===== src/rtl/vga_output_stage.sv =====
// -----------------------------------------------------------------------------
// vga_output_stage
// Registered VGA DAC output stage. It expands IN_W-bit colour to OUT_W-bit DAC
// colour by cyclic bit replication and forces colour to zero outside active
// video. It can replace the pixel stream with an internal test pattern
// (passthrough, colour bars, checkerboard, black). Colour, sync and blank all
// travel through the same PIPE-deep register chain, so they stay aligned.
//
// Ports:
//   clk, rst               pixel clock, synchronous active-high reset
//   R, G, B [IN_W]         input pixel colour
//   HSYNC, VSYNC           input syncs (active-low when SYNC_IN_LOW = 1)
//   VDO_OUT                active-video flag, high = visible pixel
//   MODE [2]               requested pattern mode, taken at frame start only
//   VGA_R/G/B [OUT_W]      DAC colour, PIPE cycles after the input
//   VGA_HSYNC, VGA_VSYNC   delayed syncs, optionally inverted
//   VGA_CLK                copy of clk
//   VGA_BLANK_N            delayed VDO_OUT
//   VGA_SYNC_N             tied low
//   MODE_ACT [2]           pattern mode currently in effect
// -----------------------------------------------------------------------------
module vga_output_stage #(
   parameter int IN_W        = 4,
   parameter int OUT_W       = 8,
   parameter int PIPE        = 2,
   parameter bit SYNC_IN_LOW = 1'b1,
   parameter bit INVERT_SYNC = 1'b0,
   parameter int BAR_W       = 80,
   parameter int CK_LOG2     = 5,
   parameter int X_W         = 12
) (
   input  logic             clk,
   input  logic             rst,
   input  logic [IN_W-1:0]  R,
   input  logic [IN_W-1:0]  G,
   input  logic [IN_W-1:0]  B,
   input  logic             HSYNC,
   input  logic             VSYNC,
   input  logic             VDO_OUT,
   input  logic [1:0]       MODE,
   output logic [OUT_W-1:0] VGA_R,
   output logic [OUT_W-1:0] VGA_G,
   output logic [OUT_W-1:0] VGA_B,
   output logic             VGA_HSYNC,
   output logic             VGA_VSYNC,
   output logic             VGA_CLK,
   output logic             VGA_BLANK_N,
   output logic             VGA_SYNC_N,
   output logic [1:0]       MODE_ACT
);

   localparam int               SW       = 3 * OUT_W + 3;
   // Inactive output sync level: inactive input level, optionally inverted.
   localparam logic             SYNC_RST = SYNC_IN_LOW ^ INVERT_SYNC;
   localparam logic [SW-1:0]    RST_WORD = {{(3 * OUT_W){1'b0}}, SYNC_RST, SYNC_RST, 1'b0};
   localparam logic [X_W-1:0]   CNT_MAX  = '1;
   localparam logic [X_W-1:0]   CNT_ONE  = X_W'(1);
   localparam logic [OUT_W-1:0] FULL     = '1;

   logic [X_W-1:0]   x_q, x_d, y_q, y_d;
   logic             vdo_prev_q, vdo_prev_d;
   logic             vs_prev_q, vs_prev_d;
   logic [1:0]       mode_q, mode_d;
   logic             vs_act;
   logic [OUT_W-1:0] r_exp, g_exp, b_exp;
   logic [OUT_W-1:0] r_pix, g_pix, b_pix;
   logic [6:0]       bar_ge;
   logic [2:0]       bar_k;
   logic             ck_dark;
   logic [SW-1:0]    stage_in;
   logic [SW-1:0]    pipe_q [PIPE];
   logic [SW-1:0]    pipe_d [PIPE];

   // Cyclic replication: output bit i takes input bit
   // IN_W-1 - ((OUT_W-1-i) mod IN_W), i.e. the input repeated from the MSB down.
   generate
      for (genvar gi = 0; gi < OUT_W; gi++) begin : g_expand
         localparam int SRC = IN_W - 1 - ((OUT_W - 1 - gi) % IN_W);
         assign r_exp[gi] = R[SRC];
         assign g_exp[gi] = G[SRC];
         assign b_exp[gi] = B[SRC];
      end
      // Bar index as a thermometer of x >= j*BAR_W, which avoids a divider and
      // saturates at 7 on its own.
      for (genvar gi = 1; gi < 8; gi++) begin : g_bar
         localparam logic [63:0] TH = 64'(gi * BAR_W);
         assign bar_ge[gi-1] = (64'(x_q) >= TH);
      end
   endgenerate

   always_comb begin
      bar_k = '0;
      for (int j = 0; j < 7; j++) begin
         bar_k = bar_k + {2'b00, bar_ge[j]};
      end
   end

   assign ck_dark = x_q[CK_LOG2] ^ y_q[CK_LOG2];

   // Counters and frame-start mode latch.
   always_comb begin
      vs_act     = SYNC_IN_LOW ? ~VSYNC : VSYNC;
      x_d        = '0;
      if (VDO_OUT) begin
         x_d = (x_q == CNT_MAX) ? x_q : x_q + CNT_ONE;
      end
      y_d = y_q;
      if (vdo_prev_q && !VDO_OUT && (y_q != CNT_MAX)) begin
         y_d = y_q + CNT_ONE;
      end
      // Vertical sync clears the line count even on an end-of-line cycle.
      if (vs_act) begin
         y_d = '0;
      end
      mode_d     = (vs_act && !vs_prev_q) ? MODE : mode_q;
      vdo_prev_d = VDO_OUT;
      vs_prev_d  = vs_act;
   end

   // Pixel colour for this cycle, using the counters before they advance.
   always_comb begin
      r_pix = '0;
      g_pix = '0;
      b_pix = '0;
      if (VDO_OUT) begin
         case (mode_q)
            2'd0: begin
               r_pix = r_exp;
               g_pix = g_exp;
               b_pix = b_exp;
            end
            2'd1: begin
               r_pix = bar_k[1] ? '0 : FULL;
               g_pix = bar_k[2] ? '0 : FULL;
               b_pix = bar_k[0] ? '0 : FULL;
            end
            2'd2: begin
               r_pix = ck_dark ? '0 : FULL;
               g_pix = ck_dark ? '0 : FULL;
               b_pix = ck_dark ? '0 : FULL;
            end
            default: begin
               r_pix = '0;
               g_pix = '0;
               b_pix = '0;
            end
         endcase
      end
   end

   assign stage_in = {r_pix, g_pix, b_pix,
                      HSYNC ^ INVERT_SYNC, VSYNC ^ INVERT_SYNC, VDO_OUT};

   always_comb begin
      pipe_d[0] = stage_in;
      for (int i = 1; i < PIPE; i++) begin
         pipe_d[i] = pipe_q[i-1];
      end
   end

   always_ff @(posedge clk) begin
      if (rst) begin
         x_q        <= '0;
         y_q        <= '0;
         vdo_prev_q <= 1'b0;
         vs_prev_q  <= 1'b0;
         mode_q     <= 2'd0;
         for (int i = 0; i < PIPE; i++) begin
            pipe_q[i] <= RST_WORD;
         end
      end else begin
         x_q        <= x_d;
         y_q        <= y_d;
         vdo_prev_q <= vdo_prev_d;
         vs_prev_q  <= vs_prev_d;
         mode_q     <= mode_d;
         for (int i = 0; i < PIPE; i++) begin
            pipe_q[i] <= pipe_d[i];
         end
      end
   end

   assign {VGA_R, VGA_G, VGA_B, VGA_HSYNC, VGA_VSYNC, VGA_BLANK_N} = pipe_q[PIPE-1];
   assign VGA_CLK    = clk;
   assign VGA_SYNC_N = 1'b0;
   assign MODE_ACT   = mode_q;

endmodule


===== config.mk =====
export PLATFORM = sky130hd
export DESIGN_NAME = vga_output_stage
export DESIGN_NICKNAME = d
export VERILOG_FILES = /design/src/rtl/vga_output_stage.sv
export SDC_FILE = /design/constraint.sdc
export NUM_CORES = 1
export LEC_CHECK = 0
export BUFFER_PORTS_ARGS = -buffer_cell sky130_fd_sc_hd__buf_2
export CORE_MARGIN = 2
export CORE_UTILIZATION = 45
export DETAILED_ROUTE_END_ITERATION = 7
export GPL_TIMING_DRIVEN = 0
export PLACE_DENSITY = 0.71
export SYNTH_ARGS = -nofsm -noshare
export SYNTH_HDL_FRONTEND = slang
export SYNTH_SLANG_ARGS = --single-unit
export TNS_END_PERCENT = 1

===== constraint.sdc =====
create_clock -name clk -period 4.2 [get_ports clk]
set_clock_uncertainty 0.2 [all_clocks]
set_input_delay 0.63 -clock clk [delete_from_list [all_inputs] [get_ports clk]]
set_output_delay 0.63 -clock clk [all_outputs]
set_load 0.02 [all_outputs]

Word level (Yosys, flattened, before mapping)

Memories as Yosys holds them, arrays and structs flattened.
Cells that the tools add are included.

Equality and inequality tests: 4
Reduce and logical (&&, ||, !) cells: 8
$add $sub $neg: 8
Bitwise logic cells: 5
Magnitude comparators: 7
Mux-type cells: 15

Operators by type and width:

| kind                    | count |
|---|---|
| $pmux W8 S3             | 3 |
| $mux W8                 | 7 |
| $mux W27                | 2 |
| $ge A12 B9 Y1 const B   | 3 |
| $add A12 B1 Y12 const B | 2 |
| $ge A12 B8 Y1 const B   | 2 |
| $add A3 B1 Y3           | 4 |
| $eq A12 B12 Y1 const B  | 1 |
| $ge A12 B10 Y1 const B  | 1 |
| $ge A12 B7 Y1 const B   | 1 |
| $ne A12 B12 Y1 const B  | 1 |
| $reduce_or A2 Y1        | 2 |
| $add A2 B1 Y3           | 1 |
| $logic_and A1 B1 Y1     | 3 |
| $mux W1                 | 3 |
| $add A1 B1 Y2           | 1 |
| $eq A2 B1 Y1 const B    | 1 |
| $eq A2 B2 Y1 const B    | 1 |
| $logic_not A1 Y1        | 2 |
| $logic_not A2 Y1        | 1 |
| $not A1 Y1              | 2 |
| $or A1 B1 Y1            | 2 |
| $xor A1 B1 Y1           | 1 |

Logic and storage cells: 53
Memories: 1
Output and inout port bits: 31
Register bits: 28
Input bits: 19
RAM bits: 54

Memory list:

| memory | depth | width | rd ports | clocked after memory_dff | write ports | RTL line | text |
|---|---|---|---|---|---|---|---|
| pipe_q | 2     | 27    | 2        | 0                        | 2           | 71       | `logic [SW-1:0] pipe_q [PIPE];` |

Logic depth before layout (Yosys ltp)

Gate-level depths: netlist of run 1.

Word-level depth: 11
Mapped depth: 11

==> out/qor.csv, run 1 <==
metric,value,unit
"Seq/Total Area, Yosys",0.4588,
crit path time final,3740,ps
hpwl dp,3.579,mm
Synth Flop Type,dfxtp_1,
ratio of final minimum period to clock period,0.8905,
crit path max fanout,8,
Ports,50,
Slew Limit Fails,0,
die area,6138,sq um
Final Wtd Congestion,0.8152,
setup TNS,0,ps
crit path DAT,3910,ps
"Avg Cell Area, Syn",8.947,sq um
Slew @ Worst Pin,717.0,ps
Nets,366,
CTS tree,built,
initial cell density of the core,0.4602,
fin worst setup slack,460.0,ps
top achievable clock speed,0.2674,GHz
RSZ-0062 raised after global routing,no,
DIE WIDTH,78.35,um
number of max-cap violations,0,
Port-buffer cells,48,
status,"finished, final reports clean",
initial antenna violation count,0,
most frequent cells after synthesis,"57 x dfxtp_1, 30 x nand2_1, 27 x a21oi_1",
share of cells above drive strength 1,0.2696,
Post-DRT Antenna Nets,0,
first-pass GRT wire length,8.390,mm
DRC errors left,0,
VDD IR max,0.0003526,V
crit path kind,reg2reg,
Post-synth EDFFs,0,
post-synth cell types,42,
num rows,27,
cell count after synthesis,278,
Via Count,2118,
endpoints failing hold,0,
hold bufs inserted after CTS,0,
Ys Warns,0,
Hold WC Path Type,in2reg,
Synth area leader,dfxtp_1,
"Cell Area, Synth",2487,sq um
Design Power,1.195,mW
DRT Pass-1 Iters,4,
Pleak,1.334,nW
Crit. End Element,flip-flop,
CP Data Required Time,4370,ps
Die Height,78.35,um
pre-CTS WS,325.9,ps
GRT Residual Overflow,0,
PwrDens,393.4,nW/um^2
Seq cells post-synth,57,
vias in the first global route,1949,
Post-Route WL,5.038,mm
Worst-Skew Late Latency,440,ps
# setup viols final,0,
Post-synth ARST share,0,
relative slew slack,0.5176,
largest net degree at the start of global routing,11,
buffers inserted by post-CTS timing repair,0,
1st-iter DRT viols,75,
Vias/cell,5.079,
synth-to-layout area growth,22.13,%
core area,5405,sq um
area share of the largest cell type after synthesis,0.4588,
Antenna Cells,0,
most common cell in the synthesized netlist,dfxtp_1,
total track usage,0.1805,
Critical Path Source Type,flip-flop,
Clock Pin Slew Worst Setup and Hold Paths,60,ps
synth top area cells,"dfxtp_1 46%, a21oi_1 5.4%, nand2_1 4.5%, buf_4 4.2%, nor2b_1 4.0%",
drt wl/cell,12.08,um
syn_nets,304,
layout make-up:
class / count / area (sq um)
plain buffers: 28 / 163.9
clock buffers: 15 / 187.7
clock inverters: 5 / 31.28
fillers: 513 / 2367
inverters: 8 / 30.03
multi-input cells: 185 / 1159
flip-flops and latches: 57 / 1141
well taps: 72 / 90.09
repair buffers: 47 / 235.2
power by group:
part           leakage (nW)  switching [mW]  internal [mW]
Combinational         0.750          0.0478         0.0342
Sequential            0.464         0.00731          0.557
Clock                 0.119           0.242          0.306
logic make-up (layout without fill, tap and decap cells):
kind of cell,count (synthesis),after routing,share of synthesized area
AND/OR/NAND/NOR,105,105,0.2339
AO/OA/AOI/OAI,66,66,0.1595
flip-flops,57,57,0.4588
buffers and inverters,36,103,0.07797
adder cells (fa/ha/maj),7,7,0.04729
XOR/XNOR,6,6,0.02113
other,1,1,0.001508
layout by cell type (no fill, tap or decap), types with 4 or more instances in the layout:
master / instances
inv_1: 8
dfxtp_1: 57
nand3_1: 9
and3_1: 4
nor2b_1: 16
a21oi_1: 27
o21ai_0: 15
fa_1: 4
a31oi_1: 5
or3_1: 7
nor2_1: 8
nand4_1: 5
o31ai_1: 4
and4_1: 4
buf_4: 14
clkbuf_1: 9
buf_2: 53
clkbuf_8: 13
nand2_1: 30
path summary, 6_finish.rpt:
kind	start	to	slack [ps]	depth (start not counted)
worst max-delay path	x_q[9]	pipe_q[0][23]	460	11
worst min-delay path	HSYNC	pipe_q[0][2]	170	2
worst max register to register	x_q[9]	pipe_q[0][23]	460	11
worst min register to register	pipe_q[0][1]	pipe_q[0][28]	210	1
layer usage:
metal  up-vias  GRT usage  routed length [um]
met5         -          0                   0
met4         0     0.1035                 121
met3        13    0.07471                 268
met2        46     0.2905                2439
met1       975     0.2010                2210
li1       1084          -                   -
stage by stage:
stage | util | area [sq um] | std cells | hold slack, ps
3_3_place_gp | 0.5213 | 2818 | 398 | 192.4
6_report | 0.5620 | 3038 | 417 | 167.3
5_1_grt | 0.5620 | 3038 | 417 | 155.1
3_5_place_dp | 0.5213 | 2818 | 398 | 196.7
4_1_cts | 0.5609 | 3032 | 417 | 152.5
2_1_floorplan | - | 2487 | 278 | 189.5
critical path, cell delays in order (launching register included):
cell and delay [ps]:
dfxtp_1 290, clkbuf_1 190, nor4_2 350, nand3b_1 160, fa_1 560, inv_1 60, fa_1 520, inv_1 50
fa_1 430, fa_1 430, o21a_1 240, a21oi_1 170
registers in the layout, indices dropped and copies added, names as in the netlist:
register and count:
pipe_q 30, vs_prev_q 1, y_q 12, MODE_ACT 2, x_q 12
what timing repair did:
| action | 4_1_cts | 5_1_grt |
|---|---|---|
| endpoints found under the hold margin | 0 | 0 |
| gates resized for setup | 0 | 1 |
| endpoints found under the setup margin | 0 | 1 |
No activity file was read; power rests on OpenSTA's default activity.
==> run 2: changes to the inputs <==
--- a/config.mk
+++ b/config.mk
@@ -10,7 +10,7 @@
 export CORE_UTILIZATION = 45
 export DETAILED_ROUTE_END_ITERATION = 7
 export GPL_TIMING_DRIVEN = 0
-export PLACE_DENSITY = 0.71
+export PLACE_DENSITY = 0.67
 export SYNTH_ARGS = -nofsm -noshare
 export SYNTH_HDL_FRONTEND = slang
 export SYNTH_SLANG_ARGS = --single-unit
==> out/qor.csv, run 2 (synthesis results as in run 1) <==
metric,value,unit,change
CP Data Required Time,4300,ps,-70 ps
Clock Pin Slew Worst Setup and Hold Paths,60,ps,about the same
Crit. End Element,flip-flop,,
Via Count,2105,,-0.61%
Port-buffer cells,48,,unchanged
post_cts resized,0,,unchanged
max FFs per register,30,,unchanged
Ports,50,,unchanged
r2r worst-path depth,11,,unchanged
crit path kind,reg2reg,,
fin worst setup slack,341.1,ps,-118.9 ps
Logic pwr share,0.062,,-0.007
Final Wtd Congestion,0.8210,,+0.71%
first-pass GRT wire length,8.562,mm,+2.1%
drt wl/cell,11.82,um,-2.2%
Crit. Startpoint,x_q[9],,
crit path max fanout,8,,unchanged
Pleak,1.357,nW,+1.7%
Nets,366,,unchanged
Post-Route WL,4.929,mm,-2.2%
num rows,27,,unchanged
top achievable clock speed,0.2591,GHz,-3.1%
1st-iter DRT viols,61,,-19%
crit path time final,3859,ps,+118.9 ps
largest reg by FF count,pipe_q,,
total track usage,0.1798,,-0.0006676
RSZ-0062 raised after global routing,no,,
initial cell density of the core,0.4602,,unchanged
crit path DAT,3960,ps,+50 ps
DRT Pass-1 Iters,4,,unchanged
share of cells above drive strength 1,0.2667,,-0.002899
top flop regs,"pipe_q x30, x_q x12, y_q x12",,
last element of the critical path,pipe_q[0][23],,
Slew @ Worst Pin,726.5,ps,+9.497 ps
Sw Pwr,292.5,uW,-1.7%
status,"finished, final reports clean",,
hpwl dp,3.450,mm,-3.6%
"most common cell after layout, fill and taps aside",dfxtp_1,,
DIE WIDTH,78.35,um,unchanged
Reg power frac,0.431,,-0.042
Critical Path Source Type,flip-flop,,
worst r2r dst,pipe_q[0][23],,
relative slew slack,0.5112,,-0.006390
largest net degree at the start of global routing,11,,unchanged
M3 GR Usage,0.07586,,+0.001149
GRT Residual Overflow,0,,unchanged
initial antenna violation count,0,,unchanged
DRC errors left,0,,unchanged
PwrDens,425.9,nW/um^2,+8.3%
Slew Limit Fails,0,,unchanged
setup TNS,0,ps,unchanged
hold bufs inserted after CTS,0,,unchanged
clock share of power,0.507,,+0.048
VDD IR max,0.0003078,V,-13%
met1 Use GR,0.2121,,+0.01112
number of max-cap violations,0,,unchanged
Vias/cell,5.048,,-0.61%
internal power,1.019,mW,+14%
Most Crowded Layer GR,met2,,
most frequent cells in the layout,"57 x dfxtp_1, 53 x buf_2, 30 x nand2_1, 27 x a21oi_1, 16 x nor2b_1",,
Post-DRT Antenna Nets,0,,unchanged
die area,6138,sq um,unchanged
vias in the first global route,1982,,+1.7%
Worst-Skew Late Latency,430,ps,about the same
fin util,0.5697,,+0.007639
# setup viols final,0,,unchanged
endpoints failing hold,0,,unchanged
buffers inserted by post-CTS timing repair,0,,unchanged
Hold WC Path Type,in2reg,,
Sw Share,0.2230,,-0.02605
met2 global-route usage,0.2845,,-0.006034
ratio of final minimum period to clock period,0.9188,,+0.02831
Antenna Cells,0,,unchanged
CTS tree,built,,
synth-to-layout area growth,23.79,%,
R2R setup slack,340,ps,-120 ps
Design Power,1.311,mW,+9.7%
pre-CTS WS,362.0,ps,+36.09 ps
core area,5405,sq um,unchanged
worst reg2reg startpoint,x_q[9],,
Die Height,78.35,um,unchanged
[run 2: layer usage]
metal,vias up,part of all wire
li1,1085,-
met1,971,0.48
met2,45,0.46
met3,4,0.047
met4,0,0.012
met5,-,0
[run 2: worst min path at each step]
stage	from	endpoint	depth (start not counted)
after floorplan	pipe_q[0][1]	pipe_q[0][28]	1
after global placement	pipe_q[0][2]	pipe_q[0][29]	1
after detailed placement	pipe_q[0][1]	pipe_q[0][28]	1
after CTS	HSYNC	pipe_q[0][2]	2
after global routing	HSYNC	pipe_q[0][2]	2
final	HSYNC	pipe_q[0][2]	2
[run 2: power by group through the flow]
stage               clock network, mW  registers [mW]  logic [mW]
floorplan                      0.0278           0.583      0.0461
global placement               0.0350           0.576      0.0810
detailed placement             0.0350           0.577      0.0816
CTS                             0.679           0.565      0.0819
global route                    0.704           0.566      0.0908
finish                          0.665           0.565      0.0816
[run 2: final cells by class]
class / instances / area [sq um]
Sequential cell: 57 / 1141
Tap cell: 72 / 90.09
Clock buffer: 15 / 187.7
Multi-Input combinational cell: 185 / 1152
Timing Repair Buffer: 47 / 235.2
Fill cell: 529 / 2326
Inverter: 8 / 30.03
Clock inverter: 5 / 78.83
Buffer: 28 / 163.9
[run 2: worst max-delay path, stage by stage, from the launching register on]
cell	delay, ps
dfxtp_1	290
clkbuf_1	180
nor4_1	480
nand3b_1	180
fa_1	560
inv_1	60
fa_1	530
inv_1	50
fa_1	430
fa_1	490
o21a_1	190
a21oi_1	90
[run 2: per-stage QoR]
step	instances	hold WS, ps	instance area, sq um
after CTS	417	168.4	3079
final	417	179.6	3079
after global placement	398	192.3	2818
after detailed placement	398	195.9	2818
after floorplan	278	189.5	2487
after global routing	417	181.6	3079
